==> config.mk <==
export PLATFORM = sky130hd
export DESIGN_NAME = axil_reg_initiator
export DESIGN_NICKNAME = d
export VERILOG_FILES = /design/src/rtl/axil_reg_initiator.sv
export SDC_FILE = /design/constraint.sdc
export NUM_CORES = 1
export LEC_CHECK = 0
export BUFFER_PORTS_ARGS = -buffer_cell sky130_fd_sc_hd__buf_2
export CAP_MARGIN = 15
export CORE_ASPECT_RATIO = 0.6
export CORE_MARGIN = 8
export CORE_UTILIZATION = 30
export CTS_BUF_LIST = sky130_fd_sc_hd__clkbuf_8
export DETAILED_ROUTE_END_ITERATION = 8
export PLACE_DENSITY_LB_ADDON = 0.3
export RECOVER_POWER = 25
export SKIP_LAST_GASP = 1
export SLEW_MARGIN = 10
export SYNTH_ARGS = -nofsm -noshare
export SYNTH_HDL_FRONTEND = slang
export SYNTH_SLANG_ARGS = --single-unit
==> constraint.sdc <==
create_clock -name clk_main_a0 -period 5.2 [get_ports clk_main_a0]
set_clock_uncertainty 0.05 [all_clocks]
set_input_delay 1.04 -clock clk_main_a0 [delete_from_list [all_inputs] [get_ports clk_main_a0]]
set_output_delay 1.04 -clock clk_main_a0 [all_outputs]
set_load 0.005 [all_outputs]
==> src/rtl/axil_reg_initiator.sv <==
// Single-outstanding AXI4-Lite initiator: turns a cmd/rsp handshake into one register
// write or read at a time, with an optional per-transaction timeout abort.
module axil_reg_initiator #(
    parameter int unsigned         ADDR_W  = 32,
    parameter int unsigned         DATA_W  = 32,
    parameter int unsigned         TIMEOUT = 1024,
    parameter logic [DATA_W-1:0]   TO_DATA = DATA_W'(32'hdeaddead)
) (
    input  logic                clk_main_a0,
    input  logic                rst_main_n_sync,
    input  logic                cmd_valid,
    output logic                cmd_ready,
    input  logic                cmd_write,
    input  logic [ADDR_W-1:0]   cmd_addr,
    input  logic [DATA_W-1:0]   cmd_wdata,
    output logic                rsp_valid,
    input  logic                rsp_ready,
    output logic [DATA_W-1:0]   rsp_data,
    output logic [1:0]          rsp_resp,
    output logic                rsp_timeout,
    output logic                awvalid,
    input  logic                awready,
    output logic [ADDR_W-1:0]   awaddr,
    output logic                wvalid,
    input  logic                wready,
    output logic [DATA_W-1:0]   wdata,
    output logic [DATA_W/8-1:0] wstrb,
    input  logic                bvalid,
    output logic                bready,
    input  logic [1:0]          bresp,
    output logic                arvalid,
    input  logic                arready,
    output logic [ADDR_W-1:0]   araddr,
    input  logic                rvalid,
    output logic                rready,
    input  logic [DATA_W-1:0]   rdata,
    input  logic [1:0]          rresp
);

    localparam int unsigned     CntW    = (TIMEOUT < 2) ? 1 : $clog2(TIMEOUT + 1);
    localparam logic [CntW-1:0] CntLast = CntW'(TIMEOUT - 1);

    typedef enum logic [2:0] {
        StIdle,
        StWrReq,
        StWrResp,
        StRdReq,
        StRdData,
        StRsp
    } state_e;

    state_e              state_q, state_d;
    logic [ADDR_W-1:0]   addr_q, addr_d;
    logic [DATA_W-1:0]   wdata_q, wdata_d;
    logic                aw_done_q, aw_done_d;
    logic                w_done_q, w_done_d;
    logic [CntW-1:0]     cnt_q, cnt_d;
    logic [DATA_W-1:0]   rsp_data_q, rsp_data_d;
    logic [1:0]          rsp_resp_q, rsp_resp_d;
    logic                rsp_timeout_q, rsp_timeout_d;
    logic                cmd_ready_q, cmd_ready_d;
    logic                active;
    logic                expire;
    logic                abort;

    assign active = (state_q == StWrReq) || (state_q == StWrResp) ||
                    (state_q == StRdReq) || (state_q == StRdData);
    // Count reaching TIMEOUT on this edge aborts, unless the pending handshake lands first.
    assign expire = (TIMEOUT != 0) && (cnt_q >= CntLast);

    assign cmd_ready   = cmd_ready_q;
    assign awvalid     = (state_q == StWrReq) && !aw_done_q;
    assign wvalid      = (state_q == StWrReq) && !w_done_q;
    assign awaddr      = addr_q;
    assign wdata       = wdata_q;
    assign wstrb       = '1;
    assign bready      = (state_q == StWrResp);
    assign arvalid     = (state_q == StRdReq);
    assign araddr      = addr_q;
    assign rready      = (state_q == StRdData);
    assign rsp_valid   = (state_q == StRsp);
    assign rsp_data    = rsp_data_q;
    assign rsp_resp    = rsp_resp_q;
    assign rsp_timeout = rsp_timeout_q;

    always_comb begin
        state_d       = state_q;
        addr_d        = addr_q;
        wdata_d       = wdata_q;
        aw_done_d     = aw_done_q;
        w_done_d      = w_done_q;
        cnt_d         = cnt_q;
        rsp_data_d    = rsp_data_q;
        rsp_resp_d    = rsp_resp_q;
        rsp_timeout_d = rsp_timeout_q;
        abort         = 1'b0;

        if (active && (cnt_q != '1)) begin
            cnt_d = cnt_q + 1'b1;
        end

        case (state_q)
            StIdle: begin
                if (cmd_valid && cmd_ready_q) begin
                    addr_d    = cmd_addr;
                    wdata_d   = cmd_wdata;
                    aw_done_d = 1'b0;
                    w_done_d  = 1'b0;
                    cnt_d     = '0;
                    state_d   = cmd_write ? StWrReq : StRdReq;
                end
            end
            StWrReq: begin
                aw_done_d = aw_done_q | (awvalid & awready);
                w_done_d  = w_done_q | (wvalid & wready);
                if (aw_done_d && w_done_d) begin
                    state_d = StWrResp;
                end else if (expire) begin
                    abort = 1'b1;
                end
            end
            StWrResp: begin
                if (bvalid) begin
                    rsp_data_d    = '0;
                    rsp_resp_d    = bresp;
                    rsp_timeout_d = 1'b0;
                    state_d       = StRsp;
                end else if (expire) begin
                    abort = 1'b1;
                end
            end
            StRdReq: begin
                if (arready) begin
                    state_d = StRdData;
                end else if (expire) begin
                    abort = 1'b1;
                end
            end
            StRdData: begin
                if (rvalid) begin
                    rsp_data_d    = rdata;
                    rsp_resp_d    = rresp;
                    rsp_timeout_d = 1'b0;
                    state_d       = StRsp;
                end else if (expire) begin
                    abort = 1'b1;
                end
            end
            StRsp: begin
                if (rsp_ready) begin
                    state_d = StIdle;
                end
            end
            default: state_d = StIdle;
        endcase

        if (abort) begin
            state_d       = StRsp;
            rsp_timeout_d = 1'b1;
            rsp_resp_d    = 2'b10;
            rsp_data_d    = ((state_q == StRdReq) || (state_q == StRdData)) ? TO_DATA : '0;
        end

        cmd_ready_d = (state_d == StIdle);
    end

    always_ff @(posedge clk_main_a0) begin
        if (!rst_main_n_sync) begin
            state_q       <= StIdle;
            addr_q        <= '0;
            wdata_q       <= '0;
            aw_done_q     <= 1'b0;
            w_done_q      <= 1'b0;
            cnt_q         <= '0;
            rsp_data_q    <= '0;
            rsp_resp_q    <= 2'b00;
            rsp_timeout_q <= 1'b0;
            cmd_ready_q   <= 1'b0;
        end else begin
            state_q       <= state_d;
            addr_q        <= addr_d;
            wdata_q       <= wdata_d;
            aw_done_q     <= aw_done_d;
            w_done_q      <= w_done_d;
            cnt_q         <= cnt_d;
            rsp_data_q    <= rsp_data_d;
            rsp_resp_q    <= rsp_resp_d;
            rsp_timeout_q <= rsp_timeout_d;
            cmd_ready_q   <= cmd_ready_d;
        end
    end

endmodule

==> summary.txt <==
Synthesis
  – Largest area contributor in the netlist: dfxtp_1
  – Most numerous cell in the Yosys netlist: nand2_1
  – Area share of the largest cell type after synthesis: 0.472
  – Sequential element share of the synthesized area: 0.472
  – EDFF count, synth: 0
  – YS warnings: 0
  – Register bit total from synthesis: 116
  – Syn avg cell area: 8.28 um2
  – Synth cell count leaders: nand2_1, dfxtp_1, a21oi_1, nor2_1, buf_4
  – Top cells by area, synth: dfxtp_1, nand2_1, a21oi_1
  – Post-Synthesis Cells: 595
  – Yosys cell types: 47
  – Main synth FF type: dfxtp_1
  – Mapped Area: 4920 um2
  – Ys async rst share: 0

Global route
  – Vias in the first global route: 4576
  – Largest net degree at the start of global routing: 66
  – GRT Total Usage: 0.140
  – Total global routing overflow: 0
  – Global-route wire length before repair: 24100 um
  – Initial antenna violation count: 2

Power and ir drop
  – Cell Pwr Density: 373 nW/um2
  – Clk pwr share: 0.373
  – Sequential Power Share: 0.428
  – Switching share of power: 0.316
  – Int Pwr: 0.00163 W
  – VDD IR max: 0.152 mV
  – P_sw: 0.000755 W
  – Logic pwr share: 0.198
  – P_leak: 2.62 nW

Route
  – Drt pass-1 iters: 4
  – Via count: 4630
  – Wire per inst: 15.1 um
  – Vias per cell: 4.56
  – Total wire length: 15300 um
  – Met3 wire len: 1180 um
  – Metal1 wirelength: 7510 um
  – Uppermost routed layer: met5
  – Wire length on met2: 6520 um
  – Antenna viol nets, final: 0
  – DR iter-0 viols: 305
  – DRC Markers: 0

Worst setup path
  – Required time worst endpoint: 5460 ps
  – Crit-path max FO: 39
  – Worst reg2reg path depth: 7
  – CP arrival: 3440 ps
  – Worst reg-to-reg setup slack: 2010 ps
  – CP startpoint: state_q[2]
  – Critical path launch point type: register
  – Capturing element type of the critical path: register
  – Setup CP Type: reg2reg
  – Worst reg2reg path endpoint: rsp_data[30]
  – R2r startpoint: state_q[2]

STA
  – Min setup slack post-route: 2010 ps
  – Period utilization: 0.613
  – Worst-Margin Slew: 1020 ps
  – Max-slew headroom: 0.320
  – Fmax: 314 MHz
  – Final-report setup violation count: 0
  – Post-layout min period: 3190 ps
  – Pins Over Slew Limit: 0
  – RSZ-0062 raised after global routing: no
  – TNS Setup: 0 ps
  – Final hold vios: 0

Clock network
  – Post-CTS Resized: 0
  – Clock-pin slew on the worst setup and hold paths: 80 ps
  – Setup Fix Bufs, Post-CTS: 0
  – CTS tree: done
  – Htree depth: 4
  – CTS sink cnt: 116
  – Hold Buf Count CTS: 0
  – Longest Clk Path Bufs: 2
  – Root Driver: clkbuf_8
  – Worst skew pair latency: 410 ps
  – Num CTS Buffers: 17

Cells and area
  – # fillers: 1706
  – # nets final: 904
  – Multi-input logic area: 2150 um2
  – Area Overhead vs Synth: 29.8%
  – Layout cell share with drive strength beyond 1: 0.325
  – Inserted Diodes: 0
  – Storage cell area: 2320 um2

Placement
  – Dpl hpwl: 11200 um
  – GP Congestion: 0.801
  – Worst Setup Slack post-DPL: 1980 ps
  – Number of buffers added on ports: 247

Run
  – Max-Cap Viols: 0

Die
  – Initial Util: 0.305
  – Die Wd: 181 um
  – Core area: 16100 um2
  – DIE HEIGHT: 115 um
  – Die area: 20900 um2
  – IO Pins: 252
  – Row count: 36

Worst hold path
  – Hold Crit Class: reg2reg
  – Hold EP: rsp_data[4]
  – Hold wc startpoint: rsp_data[4]
  – Hold depth: 2

Outcome
  – Outcome: finished clean
## worst max-delay path, stage by stage (launching register included)
cell      delay (ps)
dfxtp_1          560
nor3b_4          240
buf_4            380
a21oi_2          280
a22oi_4          900
buf_4            340
nor2_1            70
a311oi_2         230
## per-layer routing
| layer | vias to the layer above | global-route usage |
|---|---|---|
| met5 | - | 0 |
| met4 | 4 | 0.0386 |
| met3 | 9 | 0.0552 |
| met2 | 150 | 0.206 |
| met1 | 2105 | 0.187 |
| li1 | 2362 | - |
## layout by cell type, fill, tap and decap left out, drive strengths merged
cell type  synthesis  layout
nor2b              1       1
inv                4       7
a211oi             2       2
o22a               1       1
and2               3       3
clkbuf            27      72
clkinv             0       5
clkinvlp           0       3
buf               50     199
o22ai              2       2
nor3               3       3
xor2               4       4
ha                 1       1
a41oi              2       2
o21a               1       1
o221a              1       1
a311oi            23      23
a31oi              2       2
or2                1       1
o21ai              7       7
or3                5       5
a22oi              1       1
nor2              44      44
a21oi             82      82
a21o               1       1
bufinv             0       3
nor3b              2       2
nand3b             1       1
nand2            175     175
a221o              1       1
and3               1       1
conb               1       4
nor4               1       1
and4bb             3       3
nand2b             2       2
mux2i              5       5
and4               1       1
nand4              2       2
dfxtp            116     116
nand3             16      16
## through the flow
| step | total power (W) | area (um2) | instances | utilization | hold WS (ps) |
|---|---|---|---|---|---|
| after floorplan | 0.00136 | 4940 | 598 | - | 398 |
| after global placement | 0.00153 | 6030 | 983 | 0.374 | 391 |
| after detailed placement | 0.00153 | 6030 | 983 | 0.374 | 394 |
| after CTS | 0.00243 | 6460 | 1015 | 0.401 | 404 |
| after global routing | 0.00253 | 6390 | 1015 | 0.396 | 417 |
| final | 0.00239 | 6390 | 1015 | 0.396 | 405 |
## worst max path at each step
stage | endpoint | slack (ps) | depth (start not counted)
floorplan | state_q[1] | 2980 | 6
global placement | rsp_data[30] | 2030 | 7
detailed placement | rsp_data[30] | 1980 | 7
CTS | rsp_data[30] | 2000 | 7
global route | rsp_data[26] | 1760 | 7
finish | rsp_data[30] | 2010 | 7
## cells by family (layout without fill, tap and decap cells)
family / count (synthesis) / count (layout) / synth area share
flops: 116 / 116 / 0.472
mux: 5 / 5 / 0.0102
xor+xnor: 4 / 4 / 0.00711
compound gates: 126 / 126 / 0.186
simple gates: 261 / 261 / 0.225
fa+ha+maj: 1 / 1 / 0.00254
buf+inv: 81 / 289 / 0.0963
other cells: 1 / 4 / 0.000761
## power by group through the flow
| stage | Sequential [W] | Clock (W) | Combinational [W] |
|---|---|---|---|
| after floorplan | 0.00103 | 0 | 0.000332 |
| after detailed placement | 0.00104 | 0 | 0.000489 |
| after global routing | 0.00103 | 0.000962 | 0.000533 |
| after CTS | 0.00102 | 0.000924 | 0.000490 |
| after global placement | 0.00104 | 0 | 0.000489 |
| final | 0.00102 | 0.000891 | 0.000473 |
## registers in the layout, summed over array words and instances (netlist names)
name and flops:
cmd_ready 1, araddr 32, rsp_timeout 1, state_q 3, aw_done_q 1, rsp_resp 2, w_done_q 1, cnt_q 11
wdata 32, rsp_data 32
## area by class of cell
cell class / instances / share of cell area
multi-input combinational: 401 / 0.337
clock inverter: 14 / 0.0278
sequential: 116 / 0.363
clock buffer: 18 / 0.0388
inverter: 4 / 0.00254
timing repair buffer: 253 / 0.190
tap: 209 / 0.0409
No activity file was read; power rests on OpenSTA's default activity.
